==> config.mk <==
export PLATFORM = sky130hd
export DESIGN_NAME = up_down_count_sequencer
export DESIGN_NICKNAME = d
export VERILOG_FILES = /design/src/rtl/up_down_count_sequencer.sv
export SDC_FILE = /design/constraint.sdc
export NUM_CORES = 1
export LEC_CHECK = 0
export ABC_AREA = 1
export CORE_MARGIN = 8
export CORE_UTILIZATION = 47
export DETAILED_ROUTE_END_ITERATION = 6
export PLACE_DENSITY = 0.67
export SETUP_SLACK_MARGIN = 0.3
export SYNTH_ARGS = -nofsm -noshare
export SYNTH_HDL_FRONTEND = slang
export SYNTH_SLANG_ARGS = --single-unit
==> constraint.sdc <==
create_clock -name clk -period 4.7 [get_ports clk]
set_input_delay 0.47 -clock clk [delete_from_list [all_inputs] [get_ports clk]]
set_output_delay 0.47 -clock clk [all_outputs]
set_load 0.05 [all_outputs]
==> src/rtl/up_down_count_sequencer.sv <==
// up_down_count_sequencer
// Bounded up/down/ping-pong counter sequencer with start/hold/abort control,
// busy/done/err status and asynchronous active-low reset on clr.
module up_down_count_sequencer #(
  parameter int WIDTH  = 3,
  parameter int PASS_W = 4
) (
  input  logic              clk,
  input  logic              clr,
  input  logic              start,
  input  logic              abort,
  input  logic              hold,
  input  logic [1:0]        mode,
  input  logic [WIDTH-1:0]  lo,
  input  logic [WIDTH-1:0]  hi,
  input  logic [PASS_W-1:0] passes,
  output logic [WIDTH-1:0]  Q,
  output logic              m,
  output logic              busy,
  output logic              done,
  output logic              err
);

  typedef enum logic [1:0] {
    S_IDLE = 2'd0,
    S_UP   = 2'd1,
    S_DOWN = 2'd2,
    S_DONE = 2'd3
  } state_t;

  localparam logic [1:0] MODE_DOWN = 2'b01;
  localparam logic [1:0] MODE_PING = 2'b10;

  state_t              r_state;
  logic [WIDTH-1:0]    r_q;
  logic                r_m;
  logic                r_busy;
  logic                r_done;
  logic                r_err;
  logic [WIDTH-1:0]    r_lo;
  logic [WIDTH-1:0]    r_hi;
  logic [1:0]          r_mode;
  logic [PASS_W-1:0]   r_passes;
  logic [PASS_W-1:0]   r_pass_cnt;

  logic [PASS_W-1:0]   w_pass_next;
  logic                w_pingpong;
  logic                w_last_pass;
  logic                w_up_finish;
  logic                w_down_finish;

  // Endpoint decisions: which endpoints end the sequence rather than reverse it
  always_comb begin
    w_pass_next   = r_pass_cnt + PASS_W'(1);
    w_pingpong    = (r_mode == MODE_PING);
    w_last_pass   = (w_pass_next == r_passes);
    w_up_finish   = !w_pingpong || w_last_pass;
    w_down_finish = (r_mode == MODE_DOWN) || (w_pingpong && w_last_pass);
  end

  // Sequencer FSM with registered count, direction and status outputs
  always_ff @(posedge clk or negedge clr) begin
    if (!clr) begin
      r_state    <= S_IDLE;
      r_q        <= '0;
      r_m        <= 1'b0;
      r_busy     <= 1'b0;
      r_done     <= 1'b0;
      r_err      <= 1'b0;
      r_lo       <= '0;
      r_hi       <= '0;
      r_mode     <= '0;
      r_passes   <= '0;
      r_pass_cnt <= '0;
    end else begin
      case (r_state)
        S_IDLE: begin
          r_done <= 1'b0;
          r_err  <= 1'b0;
          if (start) begin
            if (lo > hi) begin
              r_err <= 1'b1;
            end else begin
              r_lo       <= lo;
              r_hi       <= hi;
              r_mode     <= mode;
              r_passes   <= (passes == '0) ? PASS_W'(1) : passes;
              r_pass_cnt <= '0;
              r_busy     <= 1'b1;
              if (mode == MODE_DOWN) begin
                r_q     <= hi;
                r_m     <= 1'b1;
                r_state <= S_DOWN;
              end else begin
                r_q     <= lo;
                r_m     <= 1'b0;
                r_state <= S_UP;
              end
            end
          end
        end

        S_UP: begin
          if (abort) begin
            r_busy  <= 1'b0;
            r_state <= S_IDLE;
          end else if (!hold) begin
            if (r_q < r_hi) begin
              r_q <= r_q + WIDTH'(1);
            end else begin
              r_pass_cnt <= w_pass_next;
              if (w_up_finish) begin
                r_state <= S_DONE;
              end else begin
                r_m     <= 1'b1;
                r_state <= S_DOWN;
              end
            end
          end
        end

        S_DOWN: begin
          if (abort) begin
            r_busy  <= 1'b0;
            r_state <= S_IDLE;
          end else if (!hold) begin
            if (r_q > r_lo) begin
              r_q <= r_q - WIDTH'(1);
            end else begin
              r_pass_cnt <= w_pass_next;
              if (w_down_finish) begin
                r_state <= S_DONE;
              end else begin
                r_m     <= 1'b0;
                r_state <= S_UP;
              end
            end
          end
        end

        S_DONE: begin
          r_done  <= 1'b1;
          r_busy  <= 1'b0;
          r_state <= S_IDLE;
        end

        default: r_state <= S_IDLE;
      endcase
    end
  end

  // Outputs come straight from registers
  always_comb begin
    Q    = r_q;
    m    = r_m;
    busy = r_busy;
    done = r_done;
    err  = r_err;
  end

endmodule

==> results of run 1 <==
worst paths after layout:
kind | end | cells past startpoint | slack (ns)
max in group asynchronous | Q[1] | 2 | 3.97
max reg2reg | Q[2] | 9 | 2.42
min | r_mode[0] | 2 | 0.47
min reg2reg | done | 2 | 0.50
min in group clk | done | 2 | 0.50
max | Q[2] | 9 | 2.42
worst max-delay path, cell delays in order (launching register included):
cell,delay (ns)
sky130_fd_sc_hd__dfrtp_1,0.45
sky130_fd_sc_hd__inv_1,0.13
sky130_fd_sc_hd__ha_1,0.34
sky130_fd_sc_hd__inv_1,0.13
sky130_fd_sc_hd__fa_1,0.39
sky130_fd_sc_hd__xnor2_1,0.15
sky130_fd_sc_hd__or2_1,0.21
sky130_fd_sc_hd__nand3_1,0.06
sky130_fd_sc_hd__o21ai_0,0.08
sky130_fd_sc_hd__mux2_4,0.26
per-layer routing:
layer | vias up | global-route usage, % | part of all wire (%)
li1 | 778 | - | -
met1 | 664 | 19.52 | 52
met2 | 28 | 21.42 | 43
met3 | 4 | 2.123 | 4.4
met4 | 0 | 2.885 | 0.75
met5 | - | 0 | 0
where the power goes:
part / internal [mW] / switching, mW
Clock: 0.0347 / 0.0748
Combinational: 0.333 / 0.568
Sequential: 0.312 / 0.0785
cell families after synthesis:
logic type | count (synthesis) | synth area share, %
muxes | 1 | 0.8808
xor gates and xnor gates | 1 | 0.5140
adders and majority gates | 15 | 11.45
buffers and inverters | 36 | 8.517
and+or+nand+nor | 102 | 28.05
DFF | 25 | 36.71
AOI/OAI and AO/OA | 43 | 13.88
registers in the layout, summed over array words and instances (netlist names), 2 cells and up:
register	flops
r_lo	3
r_pass_cnt	4
r_hi	3
r_state	2
Q	3
r_mode	2
r_passes	4
per-stage QoR:
| stage | area, µm² | power (mW) | hold slack, ns |
|---|---|---|---|
| after global placement | 1981 | 1.283 | 0.4639 |
| after floorplan | 1704 | 1.083 | 0.1744 |
| after global routing | 2012 | 1.559 | 0.4960 |
| final | 2012 | 1.401 | 0.4691 |
| after CTS | 2012 | 1.409 | 0.4818 |
| after detailed placement | 1981 | 1.295 | 0.4706 |
placed cells by master (no fill, tap or decap), drive strengths merged:
cell type      synthesis  layout
mux2                   1       1
clkbuf                 0       3
nand4                  2       2
nand3                 19      19
o211ai                 2       2
xnor2                  1       1
or2                    1       1
nor3                   1       1
inv                   33      34
buf                    3       1
nand2                 62      62
a21oi                 10      10
a31oi                  1       1
nor2                  17      17
o21ai                 29      29
fa                     1       1
clkdlybuf4s50          0      23
o311ai                 1       1
ha                    14      14
dfrtp                 25      25
final cells by class:
cell class                      count  area, µm²  area share, %
Clock buffer                        3      22.52          1.119
Clock inverter                      1      8.758         0.4353
Inverter                           33      123.9          6.157
Multi-Input combinational cell    162      933.4          46.39
Sequential cell                    25      625.6          31.09
Tap cell                           48      60.06          2.985
Timing Repair Buffer               24      237.7          11.82
==> out/metrics.json, run 1 <==
{
  "synth-async-reset-ratio": {"value": 100.0, "unit": "%"},
  "drt_drc_violations_left": {"value": 0},
  "finalNetCount": {"value": 281},
  "synth_cells": {"value": 223},
  "initial_core_util": {"value": 47.62, "unit": "%"},
  "io_pins": {"value": 24},
  "worstSetupStartpoint": {"value": "r_state[0]"},
  "powerDensity": {"value": 696.3, "unit": "nW/µm²"},
  "fin_setup_tns": {"value": 0, "unit": "ns"},
  "clock_skew": {"value": 0.01119, "unit": "ns"},
  "die_width": {"value": 76.22, "unit": "µm"},
  "r2r_start": {"value": "r_state[0]"},
  "dr_total_vias": {"value": 1474},
  "worst_setup_path_end_kind": {"value": "flop"},
  "detailedPlace.worstSlack": {"value": 2.329, "unit": "ns"},
  "slew_viol_final": {"value": 0},
  "yosysMostFrequentCell": {"value": "sky130_fd_sc_hd__nand2_1"},
  "cell_rows": {"value": 22},
  "ys_seq_area_share": {"value": 36.71, "unit": "%"},
  "clock_tree.root_cell": {"value": "sky130_fd_sc_hd__clkbuf_4"},
  "vdd_ir_drop_max": {"value": 551.9, "unit": "µV"},
  "final_cell_count_no_fill": {"value": 296},
  "finalWeightedCongestion": {"value": 0.8433},
  "synthesis.nets": {"value": 255},
  "die-height": {"value": 76.22, "unit": "µm"},
  "grt_pass1_wl": {"value": 6.927, "unit": "mm"},
  "yosys.area.top_type_share": {"value": 36.71, "unit": "%"},
  "fp.coreArea": {"value": 3578, "unit": "µm²"},
  "initial_antenna_violation_count": {"value": 0},
  "postCtsSetupRepairBufs": {"value": 0},
  "worstSetupStartpointType": {"value": "flop"},
  "detail_route.wl_per_cell": {"value": 12.55, "unit": "µm"},
  "dp.cells": {"value": 292},
  "place.port_buffers": {"value": 23},
  "cts_tree": {"value": "done"},
  "period_minus_slack": {"value": 2.283, "unit": "ns"},
  "max_freq": {"value": 438.0, "unit": "MHz"},
  "ys_ff_latch": {"value": 25},
  "max-clock-path-buffers": {"value": 2},
  "final_min_period_over_clock_period": {"value": 48.58, "unit": "%"},
  "final.setup.worst_slack": {"value": 2.417, "unit": "ns"},
  "timing.setup.critical_path_class": {"value": "flop to flop"},
  "synth.top_cells.by_count": {"value": "sky130_fd_sc_hd__nand2_1, sky130_fd_sc_hd__inv_1, sky130_fd_sc_hd__dfrtp_1"},
  "timing_worst_slew_pin_value": {"value": 0.5055, "unit": "ns"},
  "hold_viol_final": {"value": 0},
  "status": {"value": "finished, final reports clean"},
  "synth_edf_count": {"value": 0},
  "grtUsageTotal": {"value": 13.78, "unit": "%"},
  "ys.warnings.count": {"value": 0},
  "grt_remaining_overflow": {"value": 0},
  "diodes": {"value": 0},
  "cellLeakagePower": {"value": 1.003, "unit": "nW"},
  "timing.critical_path.fanout_max": {"value": 8},
  "layout_cells_sized_above_1": {"value": 7.258, "unit": "%"},
  "min-delay-path-class": {"value": "primary input to asynchronous set/reset pin"},
  "syn_avg_cell_area": {"value": 7.642, "unit": "µm²"},
  "cp.required": {"value": 4.93, "unit": "ns"},
  "dp_hpwl": {"value": 2.973, "unit": "mm"},
  "die-area": {"value": 5809, "unit": "µm²"},
  "unrepaired_setup_endpoints_after_global_routing": {"value": "false"},
  "cts_hold_buf": {"value": 0},
  "final_core_utilization": {"value": 56.22, "unit": "%"},
  "synthesis.area": {"value": 1704, "unit": "µm²"},
  "yosys.cell_types.count": {"value": 28},
  "synthFlopType": {"value": "sky130_fd_sc_hd__dfrtp_1"},
  "count_of_tritonroute_iterations_in_the_first_routing_pass": {"value": 4},
  "drv_cap": {"value": 0},
  "cts_repair_resize_count": {"value": 0},
  "largest_net_degree_at_the_start_of_global_routing": {"value": 26},
  "detail_route.vias_per_cell": {"value": 4.980},
  "final.fill_count": {"value": 357},
  "crit_arrival": {"value": 2.51, "unit": "ns"},
  "library_cell_occupying_the_most_area_in_the_post_synthesis_netlist": {"value": "sky130_fd_sc_hd__dfrtp_1"},
  "drtAntennaViolNets": {"value": 0},
  "slew_headroom": {"value": 66.20, "unit": "%"},
  "cts_made_buffers": {"value": 3},
  "clkSlewWorstSetupHoldPaths": {"value": 0.16, "unit": "ns"},
  "initialDrtViolationCount": {"value": 83},
  "synth.area.top_cells": {"value": "sky130_fd_sc_hd__dfrtp_1, sky130_fd_sc_hd__nand2_1, sky130_fd_sc_hd__ha_1"},
  "finalSetupViolations": {"value": 0},
  "cts_num_sinks": {"value": 25},
  "htree_levels": {"value": 1},
  "areaGrowthSynthToFinish": {"value": 18.06, "unit": "%"},
  "totalWireLength": {"value": 3.716, "unit": "mm"},
  "clock_insertion_delay_worst_skew": {"value": 0.33, "unit": "ns"},
  "grt_pass1_vias": {"value": 1459}
}
Note: power is estimated with default switching activity, not from simulation.
==> run 2: changes to the inputs <==
--- a/config.mk
+++ b/config.mk
@@ -9,7 +9,7 @@
 export CORE_MARGIN = 8
 export CORE_UTILIZATION = 47
 export DETAILED_ROUTE_END_ITERATION = 6
-export PLACE_DENSITY = 0.67
+export PLACE_DENSITY = 0.7
 export SETUP_SLACK_MARGIN = 0.3
 export SYNTH_ARGS = -nofsm -noshare
 export SYNTH_HDL_FRONTEND = slang
==> constraint.sdc (replaced) <==
create_clock -name clk -period 2 [get_ports clk]
set_input_delay 0.2 -clock clk [delete_from_list [all_inputs] [get_ports clk]]
set_output_delay 0.2 -clock clk [all_outputs]
set_load 0.05 [all_outputs]
==> run 2 against run 1 <==
Net effect:
- core utilization grew 8.9 points
- first-iteration DRC count shrank 55%
- global-route usage grew 0.78 points
- sequential share of layout area shrank 4.0 points
- clock skew grew 0.0036 ns
- wire length grew 12%
- largest cell class unchanged
==> out/metrics.json, run 2 (synthesis results as in run 1) <==
{
  "status": {"value": "finished, final reports clean"},
  "min-delay-path-class": {"value": "primary input to asynchronous set/reset pin"},
  "worstSetupStartpointType": {"value": "flop"},
  "powerDensity": {"value": 1741, "unit": "nW/µm²"},
  "grt_util_met3": {"value": 3.184, "unit": "%"},
  "global_route.usage.met2": {"value": 24.42, "unit": "%"},
  "final_min_period_over_clock_period": {"value": 93.65, "unit": "%"},
  "finalWeightedCongestion": {"value": 0.8384},
  "clock_tree.root_cell": {"value": "sky130_fd_sc_hd__clkbuf_4"},
  "drt_drc_violations_left": {"value": 0},
  "clkSlewWorstSetupHoldPaths": {"value": 0.17, "unit": "ns"},
  "power.share.switching": {"value": 48.89, "unit": "%"},
  "timing.critical_path.fanout_max": {"value": 3},
  "drv_cap": {"value": 0},
  "detailedPlace.worstSlack": {"value": -0.05639, "unit": "ns"},
  "final_common_cell": {"value": "sky130_fd_sc_hd__nand2_1"},
  "worst_r2r_endpoint": {"value": "Q[2]"},
  "timing_worst_slew_pin_value": {"value": 0.5013, "unit": "ns"},
  "hold_viol_final": {"value": 0},
  "die_width": {"value": 76.22, "unit": "µm"},
  "instance_area_at_placement": {"value": 2097, "unit": "µm²"},
  "globalRouteMet1Util": {"value": 17.95, "unit": "%"},
  "dr_total_vias": {"value": 1583},
  "initial_core_util": {"value": 47.62, "unit": "%"},
  "r2r_start": {"value": "r_state[0]"},
  "vdd_ir_drop_max": {"value": 965.3, "unit": "µV"},
  "cts_hold_buf": {"value": 0},
  "crit_family": {"value": "adder cells"},
  "clock_insertion_delay_worst_skew": {"value": 0.35, "unit": "ns"},
  "detail_route.vias_per_cell": {"value": 4.962},
  "cp.required": {"value": 2.24, "unit": "ns"},
  "worst_hold_slack": {"value": 0.1929, "unit": "ns"},
  "layout_cells_sized_above_1": {"value": 25.83, "unit": "%"},
  "areaGrowthSynthToFinish": {"value": 36.78, "unit": "%"},
  "busiest_layer": {"value": "met2"},
  "largest_net_degree_at_the_start_of_global_routing": {"value": 26},
  "timing.setup.critical_path_class": {"value": "flop to flop"},
  "final_core_utilization": {"value": 65.14, "unit": "%"},
  "max_freq": {"value": 533.9, "unit": "MHz"},
  "cell_rows": {"value": 22},
  "worst_r2r_path_depth": {"value": 9},
  "worstPathBufferInverterCount": {"value": 2},
  "slew_viol_final": {"value": 0},
  "clock_skew": {"value": 0.01484, "unit": "ns"},
  "critical_path.slowest_cell": {"value": "sky130_fd_sc_hd__dfrtp_1"},
  "cts_tree": {"value": "done"},
  "fin_setup_tns": {"value": 0, "unit": "ns"},
  "switching_power": {"value": 1.984, "unit": "mW"},
  "cts_made_buffers": {"value": 3},
  "period_minus_slack": {"value": 1.873, "unit": "ns"},
  "layout_top_registers": {"value": "r_pass_cnt: 4 flops, r_passes: 4 flops"},
  "io_pins": {"value": 24},
  "timing.critical_path.cells": {"value": "inv_2 -> ha_4 -> inv_4 -> fa_2 -> xnor2_2 -> or2_1 -> nand3_1 -> o21ai_1 -> mux2_4"},
  "power.share.combinational": {"value": 71.2, "unit": "%"},
  "place.port_buffers": {"value": 23},
  "worst_setup_path_end_kind": {"value": "flop"},
  "unrepaired_setup_endpoints_after_global_routing": {"value": "true"},
  "totalWireLength": {"value": 4.160, "unit": "mm"},
  "fin_area": {"value": 2331, "unit": "µm²"},
  "htree_levels": {"value": 1},
  "int_power": {"value": 2.074, "unit": "mW"},
  "initialDrtViolationCount": {"value": 37},
  "final.setup.worst_slack": {"value": 0.1270, "unit": "ns"},
  "dp_hpwl": {"value": 3.078, "unit": "mm"},
  "drtAntennaViolNets": {"value": 0},
  "initial_antenna_violation_count": {"value": 0},
  "crit_arrival": {"value": 2.12, "unit": "ns"},
  "grt_pass1_wl": {"value": 7.120, "unit": "mm"},
  "finalNetCount": {"value": 304},
  "max-clock-path-buffers": {"value": 2},
  "grt_remaining_overflow": {"value": 0},
  "worst_path_largest_cell_delay": {"value": 0.43, "unit": "ns"},
  "final.fill_count": {"value": 292},
  "die-height": {"value": 76.22, "unit": "µm"},
  "fp.coreArea": {"value": 3578, "unit": "µm²"},
  "die-area": {"value": 5809, "unit": "µm²"},
  "grt_pass1_vias": {"value": 1564},
  "highest_count_cells_in_the_layout_ignoring_fill_and_taps": {"value": "sky130_fd_sc_hd__nand2_1, sky130_fd_sc_hd__inv_1, sky130_fd_sc_hd__buf_4"},
  "grtUsageTotal": {"value": 14.56, "unit": "%"},
  "cellLeakagePower": {"value": 1.142, "unit": "nW"},
  "detail_route.wl_per_cell": {"value": 13.04, "unit": "µm"},
  "cts_num_sinks": {"value": 25},
  "diodes": {"value": 0},
  "clockPowerShare": {"value": 6.4, "unit": "%"},
  "count_of_tritonroute_iterations_in_the_first_routing_pass": {"value": 4},
  "p_seq_share": {"value": 22.4, "unit": "%"},
  "slew_headroom": {"value": 66.71, "unit": "%"},
  "finalSetupViolations": {"value": 0},
  "timing.reg2reg.setup_slack": {"value": 0.13, "unit": "ns"}
}
-- run 2: cell types whose count changed in the layout (fill, tap and decap cells not counted), sizes merged --
cell           previous run  this run
buf                       1        24
clkdlybuf4s50            23        16
inv                      34        32
dlygate4sd2               0         7
clkinvlp                  0         2
-- run 2: worst max-delay path by stage --
| stage | from | to | cells after the start |
|---|---|---|---|
| 3_5_place_dp | hi[2] | Q[2] | 9 |
| 2_1_floorplan | r_state[0] | Q[2] | 10 |
| 5_1_grt | r_state[0] | Q[2] | 9 |
| 4_1_cts | r_state[0] | Q[2] | 9 |
| 6_report | r_state[0] | Q[2] | 9 |
| 3_3_place_gp | hi[2] | Q[2] | 9 |
-- run 2: power by group through the flow --
stage          clock network [mW]  registers [mW]  logic, mW
2_1_floorplan                   0            1.11       1.47
3_3_place_gp                    0           0.931       2.27
3_5_place_dp                    0           0.928       2.31
4_1_cts                     0.258           0.906       2.58
5_1_grt                     0.278           0.942       3.17
6_report                    0.260           0.911       2.89
-- run 2: routing by layer --
metal / vias up / share of wire (%)
li1: 824 / -
met1: 732 / 46
met2: 21 / 50
met3: 6 / 3.0
met4: 0 / 1.3
met5: - / 0
-- run 2: stage by stage --
stage                     total power [mW]  instances
final                                4.059        319
after global routing                 4.389        319
after CTS                            3.749        313
after detailed placement             3.238        303
after global placement               3.200        303
after floorplan                      2.585        223
-- run 2: what timing repair did --
item / 4_1_cts / 5_1_grt
gates resized for setup: 23 / 14
buffers inserted: 6 / 6
pin swaps: 7 / 8
endpoints found under the setup margin: 17 / 11
-- run 2: cell type report --
cell class	count	area, µm²	area share [%]
clock buffer	3	22.52	0.9662
clock inverter	1	7.507	0.3221
inverter	33	130.1	5.582
multi-input combinational	162	1052	45.14
sequential	25	631.9	27.11
tap	48	60.06	2.576
timing repair buffer	47	426.7	18.30
